## src/rtl/serial_pkg.sv

```systemverilog
// Frame-level definitions shared by the serial receiver and the future transmitter.
// Line format: idle high, one start bit, DATA_W data bits, one stop bit.
package serial_pkg;

  typedef enum logic [2:0] {
    IDLE  = 3'd0,
    START = 3'd1,
    DATA  = 3'd2,
    STOP  = 3'd3,
    BREAK = 3'd4
  } rx_state_t;

  localparam logic START_BIT  = 1'b0;
  localparam logic STOP_BIT   = 1'b1;
  localparam logic IDLE_LEVEL = 1'b1;

endpackage

```

## src/rtl/serial_rx_sync2.sv

```systemverilog
// Two-flop synchroniser for a single asynchronous input; the reset value
// matches the line's idle level so reset never looks like an edge.
module sync2 #(
  parameter logic RST_VAL = 1'b1
) (
  input  logic clk,
  input  logic rst_n,
  input  logic d,
  output logic q
);

  logic meta_q;
  logic sync_q;

  always_ff @(posedge clk or negedge rst_n) begin
    if (!rst_n) begin
      meta_q <= RST_VAL;
      sync_q <= RST_VAL;
    end else begin
      meta_q <= d;
      sync_q <= meta_q;
    end
  end

  assign q = sync_q;

endmodule

```

## src/rtl/serial_rx.sv

```systemverilog
// Serial-to-parallel receiver: samples each bit at its centre, assembles words
// and hands them out over a valid/ready handshake that never stalls reception.
module serial_rx
  import serial_pkg::*;
#(
  parameter int DATA_W       = 8,
  parameter int CLKS_PER_BIT = 4,
  parameter bit MSB_FIRST    = 1'b0
) (
  input  logic              clk,
  input  logic              reset_n,
  input  logic              serIn,
  output logic [DATA_W-1:0] q,
  output logic              valid,
  input  logic              ready,
  output logic              frameErr,
  output logic              overrun,
  output logic              busy
);

  localparam int H     = CLKS_PER_BIT / 2;
  localparam int TMR_W = $clog2(CLKS_PER_BIT);
  localparam int CNT_W = $clog2(DATA_W);

  localparam logic [TMR_W-1:0] TMR_HALF = TMR_W'(H - 1);
  localparam logic [TMR_W-1:0] TMR_FULL = TMR_W'(CLKS_PER_BIT - 1);
  localparam logic [CNT_W-1:0] CNT_LAST = CNT_W'(DATA_W - 1);

  if (CLKS_PER_BIT < 4 || (CLKS_PER_BIT % 2) != 0) begin : g_bad_cpb
    $error("serial_rx: CLKS_PER_BIT must be even and >= 4");
  end
  if (DATA_W < 2) begin : g_bad_dw
    $error("serial_rx: DATA_W must be >= 2");
  end

  logic rx;

  sync2 #(
    .RST_VAL(IDLE_LEVEL)
  ) u_sync (
    .clk  (clk),
    .rst_n(reset_n),
    .d    (serIn),
    .q    (rx)
  );

  rx_state_t         state_q,    state_d;
  logic [TMR_W-1:0]  timer_q,    timer_d;
  logic [CNT_W-1:0]  bit_cnt_q,  bit_cnt_d;
  logic [DATA_W-1:0] shreg_q,    shreg_d;
  logic [DATA_W-1:0] q_q,        q_d;
  logic              valid_q,    valid_d;
  logic              frame_err_q, frame_err_d;
  logic              overrun_q,  overrun_d;

  logic              tick;
  logic [DATA_W-1:0] shift_in;

  // Bit order only changes which end the new sample enters.
  if (MSB_FIRST) begin : g_msb_first
    assign shift_in = {shreg_q[DATA_W-2:0], rx};
  end else begin : g_lsb_first
    assign shift_in = {rx, shreg_q[DATA_W-1:1]};
  end

  assign tick = (timer_q == '0);

  always_comb begin
    state_d     = state_q;
    timer_d     = tick ? timer_q : timer_q - 1'b1;
    bit_cnt_d   = bit_cnt_q;
    shreg_d     = shreg_q;
    q_d         = q_q;
    valid_d     = valid_q && !ready;
    frame_err_d = 1'b0;
    overrun_d   = 1'b0;

    case (state_q)
      IDLE: begin
        timer_d = timer_q;
        if (rx == START_BIT) begin
          state_d = START;
          timer_d = TMR_HALF;
        end
      end

      START: begin
        if (tick) begin
          if (rx == START_BIT) begin
            state_d   = DATA;
            timer_d   = TMR_FULL;
            bit_cnt_d = '0;
          end else begin
            state_d = IDLE;
          end
        end
      end

      DATA: begin
        if (tick) begin
          shreg_d = shift_in;
          timer_d = TMR_FULL;
          if (bit_cnt_q == CNT_LAST) begin
            state_d = STOP;
          end else begin
            bit_cnt_d = bit_cnt_q + 1'b1;
          end
        end
      end

      STOP: begin
        if (tick) begin
          if (rx == STOP_BIT) begin
            state_d = IDLE;
            // A pending word consumed this very cycle frees the slot.
            if (!valid_q || ready) begin
              q_d     = shreg_q;
              valid_d = 1'b1;
            end else begin
              overrun_d = 1'b1;
            end
          end else begin
            state_d     = BREAK;
            frame_err_d = 1'b1;
          end
        end
      end

      BREAK: begin
        timer_d = timer_q;
        if (rx == IDLE_LEVEL) begin
          state_d = IDLE;
        end
      end

      default: begin
        state_d = IDLE;
      end
    endcase
  end

  always_ff @(posedge clk or negedge reset_n) begin
    if (!reset_n) begin
      state_q     <= IDLE;
      timer_q     <= '0;
      bit_cnt_q   <= '0;
      shreg_q     <= '0;
      q_q         <= '0;
      valid_q     <= 1'b0;
      frame_err_q <= 1'b0;
      overrun_q   <= 1'b0;
    end else begin
      state_q     <= state_d;
      timer_q     <= timer_d;
      bit_cnt_q   <= bit_cnt_d;
      shreg_q     <= shreg_d;
      q_q         <= q_d;
      valid_q     <= valid_d;
      frame_err_q <= frame_err_d;
      overrun_q   <= overrun_d;
    end
  end

  assign q        = q_q;
  assign valid    = valid_q;
  assign frameErr = frame_err_q;
  assign overrun  = overrun_q;
  assign busy     = (state_q != IDLE);

endmodule

```

## config.mk

```make
export PLATFORM = sky130hd
export DESIGN_NAME = serial_rx
export DESIGN_NICKNAME = d
export VERILOG_FILES = /design/src/rtl/serial_pkg.sv /design/src/rtl/serial_rx_sync2.sv /design/src/rtl/serial_rx.sv
export SDC_FILE = /design/constraint.sdc
export NUM_CORES = 1
export LEC_CHECK = 0
export ABC_CLOCK_PERIOD_IN_PS = 2300
export BUFFER_PORTS_ARGS = -buffer_cell sky130_fd_sc_hd__clkbuf_2
export CORE_MARGIN = 3
export CORE_UTILIZATION = 56
export DETAILED_ROUTE_END_ITERATION = 8
export PLACE_DENSITY = 0.77
export SLEW_MARGIN = 20
export SYNTH_ARGS = -nofsm -noshare
export SYNTH_HDL_FRONTEND = slang
export SYNTH_HIERARCHICAL = 1
export SYNTH_SLANG_ARGS = --single-unit
export TNS_END_PERCENT = 50
```

## constraint.sdc

```tcl
create_clock -name clk -period 2.3 [get_ports clk]
set_clock_uncertainty 0.1 [all_clocks]
set_input_delay 0.23 -clock clk [delete_from_list [all_inputs] [get_ports clk]]
set_output_delay 0.23 -clock clk [all_outputs]
set_load 0.1 [all_outputs]
```

==> results of run 1 <==
## routing by layer
| layer | up-vias | track usage, % | routed length, microns |
|---|---|---|---|
| met5 | - | 0 | 0 |
| met4 | 0 | 10.8 | 31 |
| met3 | 4 | 5.99 | 89 |
| met2 | 18 | 26.0 | 1130 |
| met1 | 408 | 22.1 | 965 |
| li1 | 412 | - | - |
## registers in the layout (all words and copies together) (netlist names)
signal and flops:
bit_cnt_q 3, frameErr 1, overrun 1, q 8, shreg_q 8, state_q 3
timer_q 2, u_sync/meta_q 1, u_sync/q 1, valid 1
## worst register-to-register path, cell delays in order, from the launching register on
cell and delay, ns:
dfrtp_1 0.40, inv_1 0.15, ha_1 0.27, and4bb_2 0.40
nor2b_4 0.22, nor2_1 0.09, mux2_2 0.27
## per-stage QoR
step / cells / hold WS [ns]
after floorplan: 104 / -0.166
after detailed placement: 143 / 0.213
after global routing: 153 / 0.113
final: 153 / 0.117
after global placement: 143 / 0.201
after CTS: 153 / 0.103
## repair_timing
item / in CTS / in global routing
endpoints found under the setup margin: 0 / 0
endpoints found under the hold margin: 28 / 0
hold buffers: 2 / 0
gates resized for setup: 0 / 0
## layout by cell type, fill, tap and decap left out, types with 3 or more instances in the layout
master    instances
a22o_1            3
clkbuf_1          3
clkbuf_2         15
clkbuf_4          5
dfrtp_1          27
ha_1              6
mux2_2           17
nand2_1           6
nand2b_1          6
nor2_1            8
## worst paths after layout
check	from	slack, ns	end	cells past startpoint
max in group asynchronous	reset_n	1.25	shreg_q[6]$_DFFE_PN0P_	2
max	timer_q[0]$_DFFE_PN0P_	0.30	bit_cnt_q[0]$_DFFE_PN0P_	6
min in group asynchronous	reset_n	0.40	frameErr$_DFF_PN0_	2
max reg2reg	timer_q[0]$_DFFE_PN0P_	0.30	bit_cnt_q[0]$_DFFE_PN0P_	6
min	ready	0.12	overrun$_DFF_PN0_	3
min reg2reg	u_sync/meta_q$_DFF_PN1_	0.26	u_sync/q$_DFF_PN1_	0
## kinds of logic (layout without fill, tap and decap cells)
kind of cell	count (synthesis)	count (layout)	synth area share, %
DFF	29	29	54.7
muxes	18	18	16.1
and+or+nand+nor	29	29	12.1
buffers and inverters	7	28	3.10
AOI/OAI and AO/OA	15	15	8.36
adders and majority gates	6	6	5.64
## cell type report
type	instances	area (sq um)	share of cell area [%]
sequential	29	728	49.1
timing repair buffer	18	103	6.91
tap	28	35.0	2.36
clock buffer	8	48.8	3.29
multi-input combinational	68	562	37.9
inverter	2	7.51	0.506
## synth_stat cells (all sizes together) (2+ instances only)
library cell  instances
a22o                  3
buf                   2
clkbuf                3
dfrtp                27
dfstp                 2
ha                    6
inv                   2
mux2                 17
nand2                 6
nand2b                6
nor2                  8
nor2b                 3
o21ai                 2
o22ai                 2
o31ai                 2
==> flow_metrics.py, run 1 <==
metrics = {
    "sta": {
        "drv_slew": 0,
        "clock.fmax_mhz": 499,
        "hold_viol": 0,
        "finalSetupViolCount": 0,
        "worst_pin_slew_ns": 0.702,
        "slew-limit-headroom_pct": 53.2,
        "period_needed_ns": 2.00,
        "setup_slack_ns": 0.297,
        "period_share_pct": 87.1,
        "rsz0062_at_grt": "false",
        "setup_tns_ns": 0,
    },
    "cts": {
        "post_cts_buffers": 0,
        "clk_latency_ns": 0.31,
        "ctsHtreeMaxLevel": 2,
        "cts_tree": "done",
        "ctsLongestPathBuffers": 2,
        "cts_inserted_buffers": 5,
        "cts_num_sinks": 29,
        "clk_root_buffer_cell": "clkbuf_4",
        "clk_pin_slew_ns": 0.08,
    },
    "synth": {
        "synth-seq-area-share_pct": 54.7,
        "async_flop_share_pct": 100,
        "ys_warn_count": 6,
        "synthCells": 104,
        "yosysTopAreaCellShare_pct": 50.8,
        "ys_ff_latch": 29,
        "synth_nets": 114,
        "ys.flop_type": "dfrtp_1",
        "synth_largest_area_cell": "dfrtp_1",
        "synth_cell_type_count": 29,
        "syn_area_sq_um": 1330,
        "syn_area_per_cell_sq_um": 12.8,
        "synth_edf_count": 0,
        "ys_top_cells_by_area": "dfrtp_1 51%, mux2_2 14%, ha_1 5.6%",
    },
    "global_route": {
        "antenna_found_initial": 0,
        "grt_pass1_vias": 792,
        "grt.overflow.total": 0,
        "track_usage_pct": 17.7,
        "grt_pass1_wl_microns": 3610,
        "grt_max_degree": 30,
    },
    "worst_setup_path": {
        "path_cells": "inv_1 > ha_1 > and4bb_2 > nor2b_4 > nor2_1 > mux2_2",
        "worstPathRequired_ns": 2.40,
        "cp_max_fo": 9,
        "end_kind": "register",
        "crit_family": "simple AND/OR/NAND/NOR gates",
        "path_class": "register to register",
        "cp_slowest_cell": "dfrtp_1",
        "arrival_ns": 2.10,
        "cpPeakStageDelay_ns": 0.40,
        "cp.buffers_inverters": 1,
        "critPathLaunchType": "register",
    },
    "placed_design": {
        "numPortBuffers": 15,
        "place_area_sq_um": 1420,
        "hpwlAfterDp_microns": 1570,
        "place.gp.congestion": 0.779,
        "pre_cts_ws_ns": 0.303,
    },
    "die": {
        "dieHeight_microns": 54.8,
        "dieArea_sq_um": 3000,
        "coreArea_sq_um": 2230,
        "initial_utilization_pct": 59.6,
        "num_rows": 17,
        "ios": 16,
        "fp.dieW_microns": 54.8,
    },
    "routing": {
        "viasPerCell": 5.50,
        "antenna_left": 0,
        "firstDrtPassIters": 4,
        "routed_wl_microns": 2220,
        "drc": 0,
        "via_count": 842,
        "drt_first_iter_violations": 14,
        "wire_per_inst_microns": 14.5,
    },
    "cells_and_area": {
        "post_route_cells_drive_above_1_share_pct": 34.4,
        "stdcell_area_sq_um": 1480,
        "fin_nets": 134,
        "fillers": 190,
        "syn_to_final_growth_pct": 11.5,
        "num_antenna_cells": 0,
        "final_util_pct": 66.4,
    },
    "outcome": {
        "status": "complete, no violations",
    },
    "flow_run": {
        "drv_cap": 0,
    },
    "worst_hold_path": {
        "hp-class": "input pin to register",
    },
}
Power of run 1 is not shown: default switching activity piles up to over one toggle a cycle in this logic, so the estimate is an artifact.
==> run 2: changes to the inputs <==
ABC_CLOCK_PERIOD_IN_PS = 2000   (was 2300)
CORE_MARGIN = default   (was 3)
clock period = 2 ns   (was 2.3 ns; I/O delays follow)
==> flow_metrics.py, run 2 (synthesized netlist as in run 1, its figures left out) <==
metrics = {
    "global_route": {
        "grt_pass1_vias": 866,
        "grt.met1_usage_pct": 24.1,
        "grtUsageMet3_pct": 5.45,
        "track_usage_pct": 19.8,
        "grt_use_met2_pct": 32.9,
        "grt_max_degree": 30,
        "busiest_layer": "met2",
        "grt.overflow.total": 0,
        "antenna_found_initial": 0,
        "grt_pass1_wl_microns": 3690,
    },
    "sta": {
        "setup_tns_ns": 0,
        "period_needed_ns": 1.90,
        "drv_slew": 0,
        "worst_pin_slew_ns": 0.676,
        "hold_viol": 0,
        "finalSetupViolCount": 0,
        "rsz0062_at_grt": "false",
        "clock.fmax_mhz": 526,
        "period_share_pct": 95.1,
        "slew-limit-headroom_pct": 55.0,
    },
    "die": {
        "dieHeight_microns": 50.8,
        "dieArea_sq_um": 2580,
        "num_rows": 17,
        "initial_utilization_pct": 59.6,
        "ios": 16,
        "coreArea_sq_um": 2230,
        "fp.dieW_microns": 50.8,
    },
    "routing": {
        "firstDrtPassIters": 4,
        "wire_per_inst_microns": 13.3,
        "via_count": 838,
        "routed_wl_microns": 2070,
        "drt_first_iter_violations": 4,
        "viasPerCell": 5.37,
        "drc": 0,
        "antenna_left": 0,
    },
    "worst_setup_path": {
        "cpPeakStageDelay_ns": 0.38,
        "worstPathRequired_ns": 1.70,
        "critPathLaunchType": "register",
        "cp_max_fo": 12,
        "cp_slowest_cell": "dfrtp_1",
        "end_kind": "output port",
        "arrival_ns": 1.60,
        "cp.buffers_inverters": 2,
        "r2r_cells": 6,
        "crit_family": "buffers and inverters",
        "crit_cells": 3,
        "path_cells": "buf_4 > or3_1 > clkbuf_2",
        "worst-r2r-setup-slack_ns": 0.15,
        "path_class": "register to output port",
    },
    "cells_and_area": {
        "fin_nets": 137,
        "fillers": 170,
        "stdcell_area_sq_um": 1520,
        "num_antenna_cells": 0,
        "post_route_cells_drive_above_1_share_pct": 39.1,
        "ff_latch_area_sq_um": 728,
        "syn_to_final_growth_pct": 13.8,
        "final_util_pct": 67.8,
        "layout_commonest_cell": "dfrtp_1",
        "multi_input_area_sq_um": 564,
        "layout_common_cells": "27 x dfrtp_1, 17 x mux2_2, 15 x clkbuf_2",
    },
    "cts": {
        "post_cts_buffers": 0,
        "clk_pin_slew_ns": 0.09,
        "ctsHtreeMaxLevel": 2,
        "cts_num_sinks": 29,
        "cts_tree": "done",
        "clk_root_buffer_cell": "clkbuf_4",
        "cts_inserted_buffers": 5,
        "clk_latency_ns": 0.31,
        "ctsLongestPathBuffers": 2,
    },
    "placed_design": {
        "place.gp.congestion": 0.760,
        "numPortBuffers": 15,
        "hpwlAfterDp_microns": 1520,
        "place_area_sq_um": 1440,
    },
    "outcome": {
        "status": "complete, no violations",
    },
    "worst_hold_path": {
        "whs_path_depth": 3,
        "hp-class": "input pin to register",
    },
    "flow_run": {
        "drv_cap": 0,
    },
}
## run 2: changes by cell type in the layout (fill, tap and decap cells not counted), sizes merged
cell / change
buf: +3
clkinv: +2
clkbuf: -3
clkinvlp: +1
## run 2: path summary, 6_finish.rpt
kind                                          from                  endpoint
setup / recovery            state_q[2]$_DFFE_PN0P_                      busy
hold / removal                               ready         overrun$_DFF_PN0_
setup reg to reg            timer_q[0]$_DFFE_PN0P_  bit_cnt_q[0]$_DFFE_PN0P_
hold reg to reg            u_sync/meta_q$_DFF_PN1_        u_sync/q$_DFF_PN1_
max in group asynchronous                  reset_n  bit_cnt_q[2]$_DFFE_PN0P_
min in group asynchronous                  reset_n    shreg_q[0]$_DFFE_PN0P_
## run 2: stage by stage
| stage | instances | worst slack [ns] | hold slack [ns] |
|---|---|---|---|
| finish | 156 | 0.0974 | 0.0905 |
| global route | 156 | 0.0164 | 0.0998 |
| CTS | 156 | 0.0823 | 0.0604 |
| detailed placement | 146 | 0.147 | 0.181 |
| global placement | 146 | 0.209 | 0.165 |
| floorplan | 104 | 0.126 | -0.196 |
## run 2: layer usage
metal,up-vias,routed length (microns)
met5,-,0
met4,0,10
met3,2,53
met2,15,1000
met1,406,1000
li1,415,-
## run 2: final cells by class
cell class	instances	area share (%)
Sequential cell	29	48.1
Multi-Input combinational cell	68	37.2
Timing Repair Buffer	21	8.26
Clock buffer	5	2.48
Tap cell	28	2.31
Clock inverter	3	1.16
Inverter	2	0.495
## run 2: worst min-delay path, delay by kind of cell
family / cells / cell delay, ns
AND/OR/NAND/NOR: 2 / 0.19
buffers and inverters: 1 / 0.07
## run 2: what timing repair did
action / 4_1_cts / 5_1_grt
endpoints found under the setup margin: 0 / 8
endpoints found under the hold margin: 28 / 0
resized for setup: 0 / 1
hold buffers: 2 / 0
Power of run 2 is left out for the same reason.
